**config.mk**
```make
export PLATFORM = sky130hd
export DESIGN_NAME = decode_iq
export DESIGN_NICKNAME = d
export VERILOG_FILES = /design/src/rtl/decode_pkg.sv /design/src/rtl/inst_queue.sv /design/src/rtl/decode_iq.sv
export SDC_FILE = /design/constraint.sdc
export NUM_CORES = 1
export LEC_CHECK = 0
export ABC_AREA = 1
export CAP_MARGIN = 20
export CORE_ASPECT_RATIO = 1.75
export CORE_MARGIN = 3
export CORE_UTILIZATION = 47
export DETAILED_ROUTE_END_ITERATION = 10
export GPL_ROUTABILITY_DRIVEN = 0
export PLACE_DENSITY_LB_ADDON = 0.2
export SLEW_MARGIN = 30
export SYNTH_ARGS = -nofsm -noshare
export SYNTH_HDL_FRONTEND = slang
export SYNTH_SLANG_ARGS = --single-unit
```
**constraint.sdc**
```tcl
create_clock -name clk -period 4.3 [get_ports clk]
set_input_delay 0.645 -clock clk [delete_from_list [all_inputs] [get_ports clk]]
set_output_delay 0.645 -clock clk [all_outputs]
set_load 0.1 [all_outputs]
```
**src/rtl/decode_pkg.sv**
```systemverilog
// rtl/decode_pkg.sv - opcode constants, decoded-instruction record and decode helpers
package decode_pkg;

   localparam logic [31:0] NOP_INST_DEFAULT = 32'h0000_0013;

   localparam logic [6:0] OP_R      = 7'b0110011;
   localparam logic [6:0] OP_I      = 7'b0010011;
   localparam logic [6:0] OP_LOAD   = 7'b0000011;
   localparam logic [6:0] OP_STORE  = 7'b0100011;
   localparam logic [6:0] OP_BRANCH = 7'b1100011;
   localparam logic [6:0] OP_JAL    = 7'b1101111;
   localparam logic [6:0] OP_JALR   = 7'b1100111;
   localparam logic [6:0] OP_LUI    = 7'b0110111;
   localparam logic [6:0] OP_AUIPC  = 7'b0010111;

   typedef struct packed {
      logic        valid;
      logic        rtype;
      logic        itype;
      logic        lui;
      logic        auipc;
      logic        load;
      logic        store;
      logic        branch;
      logic        jal;
      logic        jalr;
      logic        illegal;
      logic [2:0]  funct3;
      logic [31:0] imm;
      logic [31:0] final_i;
      logic [31:0] final_pc;
      logic [4:0]  reg1;
      logic [4:0]  reg2;
      logic [4:0]  reg_d;
      logic        uses_rs1;
      logic        uses_rs2;
   } dec_t;

   // Immediate extraction by opcode format; R-type and unknown opcodes carry no immediate.
   function automatic logic [31:0] imm_decode(input logic [31:0] inst);
      logic [31:0] imm;
      case (inst[6:0])
         OP_I, OP_LOAD, OP_JALR: imm = {{20{inst[31]}}, inst[31:20]};
         OP_STORE:               imm = {{20{inst[31]}}, inst[31:25], inst[11:7]};
         OP_BRANCH:              imm = {{19{inst[31]}}, inst[31], inst[7], inst[30:25], inst[11:8], 1'b0};
         OP_JAL:                 imm = {{11{inst[31]}}, inst[31], inst[19:12], inst[20], inst[30:21], 1'b0};
         OP_LUI, OP_AUIPC:       imm = {inst[31:12], 12'b0};
         default:                imm = 32'b0;
      endcase
      return imm;
   endfunction

   // Full decode of one queued instruction; register fields not used by the format are zeroed.
   function automatic dec_t decode_inst(input logic [31:0] inst, input logic [31:0] pc);
      dec_t d;
      logic has_rd;
      d          = '0;
      d.valid    = 1'b1;
      d.funct3   = inst[14:12];
      d.final_i  = inst;
      d.final_pc = pc;
      d.imm      = imm_decode(inst);
      case (inst[6:0])
         OP_R:      begin d.rtype  = 1'b1; d.uses_rs1 = 1'b1; d.uses_rs2 = 1'b1; end
         OP_I:      begin d.itype  = 1'b1; d.uses_rs1 = 1'b1; end
         OP_LOAD:   begin d.load   = 1'b1; d.uses_rs1 = 1'b1; end
         OP_STORE:  begin d.store  = 1'b1; d.uses_rs1 = 1'b1; d.uses_rs2 = 1'b1; end
         OP_BRANCH: begin d.branch = 1'b1; d.uses_rs1 = 1'b1; d.uses_rs2 = 1'b1; end
         OP_JAL:    d.jal   = 1'b1;
         OP_JALR:   begin d.jalr   = 1'b1; d.uses_rs1 = 1'b1; end
         OP_LUI:    d.lui   = 1'b1;
         OP_AUIPC:  d.auipc = 1'b1;
         default:   d.illegal = 1'b1;
      endcase
      has_rd  = d.rtype | d.itype | d.load | d.jal | d.jalr | d.lui | d.auipc;
      d.reg1  = d.uses_rs1 ? inst[19:15] : 5'd0;
      d.reg2  = d.uses_rs2 ? inst[24:20] : 5'd0;
      d.reg_d = has_rd ? inst[11:7] : 5'd0;
      return d;
   endfunction

   // Bubble presented when nothing is decoded: an I-type NOP that is not valid.
   function automatic dec_t bubble(input logic [31:0] nop);
      dec_t d;
      d         = '0;
      d.itype   = 1'b1;
      d.final_i = nop;
      return d;
   endfunction

endpackage

```
**src/rtl/inst_queue.sv**
```systemverilog
// rtl/inst_queue.sv - circular FIFO holding fetched {inst, pc} entries
module inst_queue #(
   parameter int DEPTH = 4,
   parameter int WIDTH = 64
) (
   input  logic                       clk,
   input  logic                       rst,
   input  logic                       clr,
   input  logic                       push,
   input  logic [WIDTH-1:0]           wdata,
   input  logic                       pop,
   output logic [WIDTH-1:0]           rdata,
   output logic [$clog2(DEPTH+1)-1:0] count
);

   localparam int AW = $clog2(DEPTH);
   localparam int CW = $clog2(DEPTH+1);

   logic [WIDTH-1:0] mem [DEPTH];
   logic [AW-1:0]    rptr;
   logic [AW-1:0]    wptr;

   assign rdata = mem[rptr];

   // Storage write; pointer reset makes stale contents unreachable, so no reset is needed here.
   always_ff @(posedge clk) begin
      if (push) begin
         mem[wptr] <= wdata;
      end
   end

   // Pointers wrap naturally at the power-of-two depth; clear empties the queue in one edge.
   always_ff @(posedge clk) begin
      if (rst || clr) begin
         rptr  <= '0;
         wptr  <= '0;
         count <= '0;
      end else begin
         if (push) wptr <= wptr + AW'(1);
         if (pop)  rptr <= rptr + AW'(1);
         case ({push, pop})
            2'b10:   count <= count + CW'(1);
            2'b01:   count <= count - CW'(1);
            default: count <= count;
         endcase
      end
   end

endmodule

```
**src/rtl/decode_iq.sv**
```systemverilog
// rtl/decode_iq.sv - instruction queue plus registered decode stage
module decode_iq
   import decode_pkg::*;
#(
   parameter int          IQ_DEPTH = 4,
   parameter logic [31:0] NOP_INST = NOP_INST_DEFAULT
) (
   input  logic        clk,
   input  logic        rst,
   input  logic        stall,
   input  logic        flush,
   input  logic        f_valid,
   input  logic [31:0] f_inst,
   input  logic [31:0] f_pc,
   output logic        f_ready,
   output logic [4:0]  file_reg1,
   output logic [4:0]  file_reg2,
   input  logic [31:0] file_val1,
   input  logic [31:0] file_val2,
   output logic        d_valid,
   output logic        rtype,
   output logic        itype,
   output logic        lui,
   output logic        auipc,
   output logic        load,
   output logic        store,
   output logic        branch,
   output logic        jal,
   output logic        jalr,
   output logic        illegal,
   output logic [2:0]  funct3,
   output logic [31:0] imm,
   output logic [31:0] finalI,
   output logic [31:0] finalpc,
   output logic [4:0]  reg1,
   output logic [4:0]  reg2,
   output logic [4:0]  regD,
   output logic        uses_rs1,
   output logic        uses_rs2,
   output logic [31:0] reg1val,
   output logic [31:0] reg2val
);

   localparam int CW = $clog2(IQ_DEPTH+1);

   logic [CW-1:0] count;
   logic [63:0]   head;
   logic          push;
   logic          pop;
   dec_t          dec;
   dec_t          out_q;

   assign f_ready = (count < CW'(IQ_DEPTH));
   assign push    = f_valid && f_ready && !flush;
   assign pop     = !stall && !flush && (count != '0);
   assign dec     = decode_inst(head[63:32], head[31:0]);

   inst_queue #(.DEPTH(IQ_DEPTH), .WIDTH(64)) u_queue (
      .clk   (clk),
      .rst   (rst),
      .clr   (flush),
      .push  (push),
      .wdata ({f_inst, f_pc}),
      .pop   (pop),
      .rdata (head),
      .count (count)
   );

   // Register-file read addresses follow whichever instruction will own reg1val/reg2val next.
   always_comb begin
      file_reg1 = 5'd0;
      file_reg2 = 5'd0;
      if (pop) begin
         file_reg1 = dec.reg1;
         file_reg2 = dec.reg2;
      end else if (stall && !flush) begin
         file_reg1 = out_q.reg1;
         file_reg2 = out_q.reg2;
      end
   end

   // Output stage: reset/flush bubble, stall holds decode but refreshes operands, else load head or bubble.
   always_ff @(posedge clk) begin
      if (rst || flush) begin
         out_q   <= bubble(NOP_INST);
         reg1val <= '0;
         reg2val <= '0;
      end else if (stall) begin
         reg1val <= file_val1;
         reg2val <= file_val2;
      end else if (pop) begin
         out_q   <= dec;
         reg1val <= file_val1;
         reg2val <= file_val2;
      end else begin
         out_q   <= bubble(NOP_INST);
         reg1val <= '0;
         reg2val <= '0;
      end
   end

   assign d_valid  = out_q.valid;
   assign rtype    = out_q.rtype;
   assign itype    = out_q.itype;
   assign lui      = out_q.lui;
   assign auipc    = out_q.auipc;
   assign load     = out_q.load;
   assign store    = out_q.store;
   assign branch   = out_q.branch;
   assign jal      = out_q.jal;
   assign jalr     = out_q.jalr;
   assign illegal  = out_q.illegal;
   assign funct3   = out_q.funct3;
   assign imm      = out_q.imm;
   assign finalI   = out_q.final_i;
   assign finalpc  = out_q.final_pc;
   assign reg1     = out_q.reg1;
   assign reg2     = out_q.reg2;
   assign regD     = out_q.reg_d;
   assign uses_rs1 = out_q.uses_rs1;
   assign uses_rs2 = out_q.uses_rs2;

endmodule

```
Yosys cells after proc, flatten, opt, wreduce, memory -nomap -nowiden
Memory sizes are Yosys's and may differ from the RTL's. A register that Yosys moved wholly into a read port is not among the register bits.
Index checks and enable logic that the tools add are counted.
{"block": "word_totals", "inputBits": 133, "wordCells": 93, "regBits": 198, "mem_count": 1, "output_inout_bits": 202, "ramBits": 256}
{"memory": "u_queue.mem", "words": 4, "width": 64, "rd": 1, "rd_ports_with_merged_regs": 1, "write_ports": 1, "line_no": "inst_queue.sv:19", "text": "logic [WIDTH-1:0] mem [DEPTH];"}
{"block": "op_classes", "addsub": 4, "bitwise_logic": 6, "muxes": 30, "eq_ne": 11, "reduce_logical": 15, "magnitude_cmp": 1}
{"operator": "32-bit one-hot mux with 5 select lines", "count": 1}
{"operator": "32-bit two-way mux", "count": 4}
{"operator": "127-bit two-way mux", "count": 1}
{"operator": "5-bit two-way mux", "count": 7}
{"operator": "7-bit by 6-bit == test with 1-bit output, second input constant", "count": 3}
{"operator": "7-bit == test, second input constant", "count": 3}
{"operator": "7-bit by 5-bit == test with 1-bit output, second input constant", "count": 2}
{"operator": "1-bit two-way mux", "count": 14}
{"operator": "9-bit OR reduction", "count": 1}
{"operator": "7-bit by 2-bit == test with 1-bit output, second input constant", "count": 1}
{"operator": "1-bit OR", "count": 6}
{"operator": "3-bit one-hot mux with 2 select lines", "count": 1}
{"operator": "3-bit OR reduction", "count": 2}
{"operator": "6-bit OR reduction", "count": 1}
{"operator": "1-bit logical AND", "count": 5}
{"operator": "2-bit by 1-bit adder with 2-bit output, second input constant", "count": 2}
{"operator": "2-bit two-way mux", "count": 2}
{"operator": "3-bit by 1-bit adder with 3-bit output, second input constant", "count": 1}
{"operator": "3-bit < comparator, second input constant", "count": 1}
{"operator": "3-bit nonzero test", "count": 1}
{"operator": "3-bit by 1-bit subtractor with 3-bit output, second input constant", "count": 1}
{"operator": "2-bit by 1-bit == test with 1-bit output, second input constant", "count": 1}
{"operator": "2-bit == test, second input constant", "count": 1}
{"operator": "1-bit logical NOT", "count": 2}
{"operator": "other kinds (3)", "count": 3}

Logic depth before layout (Yosys ltp)
Gate-level depths: netlist of the first run.
{"block": "depth", "word_depth": 10, "mapped_depth": 15, "mapped_depth_nobuf": 13}

Modules after synthesis
From an unflattened synthesis of the first run, not the netlist that was laid out.
{"block": "unflattened", "cells_unflattened": 1578, "area_unflattened_um2": 16935.0}
{"module": "inst_queue", "cells_each": 676, "area_each_um2": 9934.5, "seq_area_each_um2": 7867.5, "n_inst": 1}
{"module": "decode_iq", "cells_each": 902, "area_each_um2": 7000.5, "seq_area_each_um2": 3763.6, "n_inst": 1}

Least setup slack after synthesis of the first run
OpenSTA, ideal clock, no wires.
{"block": "synth_path", "kind": "flip-flop to flip-flop", "start": "register u_queue.count[2]", "end": "memory u_queue.mem[0][0] (enable)", "setup_slack_ps": -296, "path_buffers": 0, "t_required_ps": 3814, "setup_ps": 486, "arrival_time_ps": 4110, "path_stages_with_launch": 4, "period_less_slack_ps": 4596, "cell_sequence": "dfxtp_1 -> inv_1 -> nand3_1 -> nor2_1"}
{"block": "synth_via", "elab_chain_cells": 5}
{"item": "start, declared", "line_no": "inst_queue.sv:13", "text": "output logic [$clog2(DEPTH+1)-1:0] count"}
{"item": "start signal, assigned", "line_no": "inst_queue.sv:42", "text": "2'b10: count <= count + CW'(1);"}
{"item": "start signal, assigned", "line_no": "inst_queue.sv:43", "text": "2'b01: count <= count - CW'(1);"}
{"item": "start signal, assigned", "line_no": "inst_queue.sv:44", "text": "default: count <= count;"}
{"item": "3-bit < comparator", "line_no": "decode_iq.sv:53", "text": "assign f_ready = (count < CW'(IQ_DEPTH));"}
{"item": "via f_ready", "line_no": "decode_iq.sv:15", "text": "output logic f_ready,"}
{"item": "1-bit logical AND (2 in series)", "line_no": "decode_iq.sv:54", "text": "assign push = f_valid && f_ready && !flush;"}
{"item": "1-bit two-way mux", "line_no": "inst_queue.sv:27", "text": "if (push) begin"}
{"item": "1-bit two-way mux (not written as such)", "line_no": "inst_queue.sv:28", "text": "mem[wptr] <= wdata;"}
{"item": "end, declared", "line_no": "inst_queue.sv:19"}
The timed path passes the listed nets, and every way through them passes these cells.

==> results of run 1 <==
==> worst max-delay path by stage <==
stage,start,endpoint,depth (start not counted)
global route,flip-flop,file_reg1[3],12
global placement,flush,file_reg1[4],10
floorplan,u_queue.count[2],u_queue.mem[0][0],3
CTS,flip-flop,file_reg1[2],9
finish,flip-flop,file_reg1[2],9
detailed placement,flush,u_queue.count[2],12
==> placed cells by master, fill, tap and decap left out, types with 5 or more instances in the layout <==
cell,count
clkdlybuf4s50_1,309
clkbuf_8,9
a22oi_1,12
inv_1,107
a21oi_2,27
edfxtp_1,256
dfxtp_1,195
o21ai_0,95
nand3_1,86
ha_1,5
buf_4,15
a21oi_1,130
buf_2,14
buf_12,15
nand2_1,378
nand2_2,15
inv_6,5
o22ai_1,42
nor2_4,6
clkbuf_16,44
bufinv_16,5
nor2_2,11
nor2_1,178
==> layout make-up <==
type	count	area share, %
inverter	114	1.94
multi-input combinational	1001	21.0
clock buffer	57	5.53
tap	470	2.62
timing repair buffer	353	15.9
sequential	453	51.9
clock inverter	17	1.05
antenna	4	0.0446
==> state kept, by name, indices dropped and copies added, names as in the netlist, 2 cells and up, named ones only <==
name / count
funct3: 2
finalpc: 32
reg1: 5
regD: 5
finalI: 30
reg1val: 32
u_queue.count: 3
u_queue.mem: 256
reg2: 5
imm: 32
reg2val: 32
u_queue.wptr: 2
u_queue.rptr: 2
==> cells in the mapped netlist, drive strengths merged <==
library cell / n
fa: 1
a21oi: 157
a22oi: 12
or2: 2
clkbuf: 59
nand2: 397
buf: 47
o21ai: 95
edfxtp: 256
and2: 1
o22ai: 42
nand4: 2
nor2: 196
ha: 5
inv: 114
dfxtp: 197
nand3: 91
==> logic make-up after synthesis <==
kind of cell,share of synthesized area (%)
AOI/OAI and AO/OA,9.94
adders and majority gates,0.479
buffers and inverters,5.53
DFF,67.4
and+or+nand+nor,16.6
==> where the power goes <==
part / internal [W] / switching, W / total [W]
logic: 0.000188 / 0.000374 / 0.000562
clock network: 0.00233 / 0.00159 / 0.00392
registers: 0.00463 / 0.0000158 / 0.00465
total: 0.00716 / 0.00198 / 0.00913
==> routing by layer <==
metal  track usage (%)  vias to the layer above
li1                  -                     6166
met2              40.7                      418
met1              25.4                     6035
met4              8.62                        0
met5                 0                        -
met3              5.00                       88
==> worst max-delay path, delay by kind of cell, from the launching register on <==
family                 cells  cell delay, ns
buffers and inverters      4            1.31
AO/OA/AOI/OAI              2            0.57
flip-flops                 1            0.50
AND/OR/NAND/NOR            3            0.32
==> stage by stage <==
step | cell area [µm²] | cells | hold WS [ns]
floorplan | 17300 | 1674 | 0.436
global placement | 21000 | 2391 | 0.440
detailed placement | 20900 | 2391 | 0.449
CTS | 22400 | 2465 | 0.457
global route | 22400 | 2467 | 0.484
finish | 22400 | 2469 | 0.456
==> reports/qor.yml, run 1 <==
clock_network:
  cts-buffers-inserted: 40
  htreeDepth: 2
  cts_tree: "done"
  cts_resized: 0
  cts_sinks: 453
  cts_buffer_depth: 3
  post_cts_buffers: 0
  clk-insertion-delay-late_ns: 0.54
  cts_hold_buf: 0
  clk_pin_slew_ns: 0.06
  root_buffer: "clkbuf_16"
pwr:
  power.density_nw_per_um2: 407
  power_leakage_nw: 8.40
  irDropWorstVdd_mv: 0.396
  power_w: 0.00913
synth:
  synth_cell_type_count: 31
  synth_area_um2: 17300
  synth_warnings: 0
  synth.avg_cell_area_um2: 10.3
  synth_top_area_share_pct: 44.6
  synth_nets: 1813
  yosysTopAreaCell: "edfxtp_1"
  syn_inst: 1674
  synth_seq_cells: 453
  synthTopCellsByArea: "edfxtp_1 (45%), dfxtp_1 (23%), nand2_1 (8.2%), nor2_1 (4.0%), a21oi_1 (3.8%)"
  yosysSeqAreaShare_pct: 67.4
critical_path:
  r2r_cells: 12
  crit_path_end_kind: "output port"
  critPathArrivalTime_ns: 3.27
  required_ns: 3.65
  critPathMaxStageDelay_ns: 0.53
  path_class: "reg -> out"
  crit_path_max_fanout: 38
  r2r_slack_ns: 1.26
  reg2reg_to: "imm[25]"
  cp_slowest_cell: "inv_2"
  worstPathCellList: "inv_2, buf_4, o21ai_0, o22ai_1, nand2_1, inv_1, nand2_1, nand2_1, buf_12"
  cpMostUsedCell: "nand2_1"
  crit_path_start_kind: "flip-flop"
sta:
  rsz0062_at_grt: "false"
  setup_ws_ns: 0.380
  fin_setup_tns_ns: 0
  worst_clock_skew_ns: 0.0102
  report.final.slew_viol_count: 0
  report.final.hold_viol_count: 0
  fmaxAchievable_mhz: 255
  maxSlewHeadroom_pct: 29.8
  finalSetupViolations: 0
  period_share_pct: 91.2
  post-route-min-period_ns: 3.92
  tightest_slew_ns: 1.05
place:
  post-place-ws_ns: 0.798
  hpwlAfterDp_um: 29700
  portBuffers: 334
global_route:
  grt_pass1_wl_um: 68600
  first_global_vias: 12400
  grt_overflow: 0
  grt_use_total_pct: 22.5
  grt_start_max_net_pins: 120
  antenna_found_initial: 4
min_path:
  holdPathEnd: "imm[2]"
  min_path_type: "reg -> reg"
  hold_depth: 2
  hp-start: "imm[2]"
drt:
  antenna_left: 0
  routed_via_density: 5.15
  wl_um: 45100
  wl_met3_um: 3120
  drc_errors: 0
  vias: 12700
  met1Wirelength_um: 16800
  top_layer: "met4"
  wl_met2_um: 23500
  firstDrtPassIters: 8
  drt_iter0_markers: 767
  wire_per_inst_um: 18.3
finish:
  multi_input_area_um2: 4700
  fillers: 2928
  layout-drive-gt1-share_pct: 9.62
  nets: 2102
  fin_util_pct: 62.0
  seq_area_um2: 11600
  syn_to_final_growth_pct: 29.9
floorplanning:
  initial_core_util_pct: 47.7
  die_h_um: 259
  die_area_um2: 39100
  std_cell_rows: 92
  core_region_area_um2: 36100
  io_pins: 335
  floorplan.die.width_um: 151
flow_run:
  drv_cap: 0
run_status:
  status: "finished clean"
Power figures use the tool's default switching activity.
==> inputs of run 2 (changes only) <==
SKIP_CTS_REPAIR_TIMING = 1   (was not set)
==> results of run 2 <==
Final layout, timing and power as in run 1 (identical DEF).
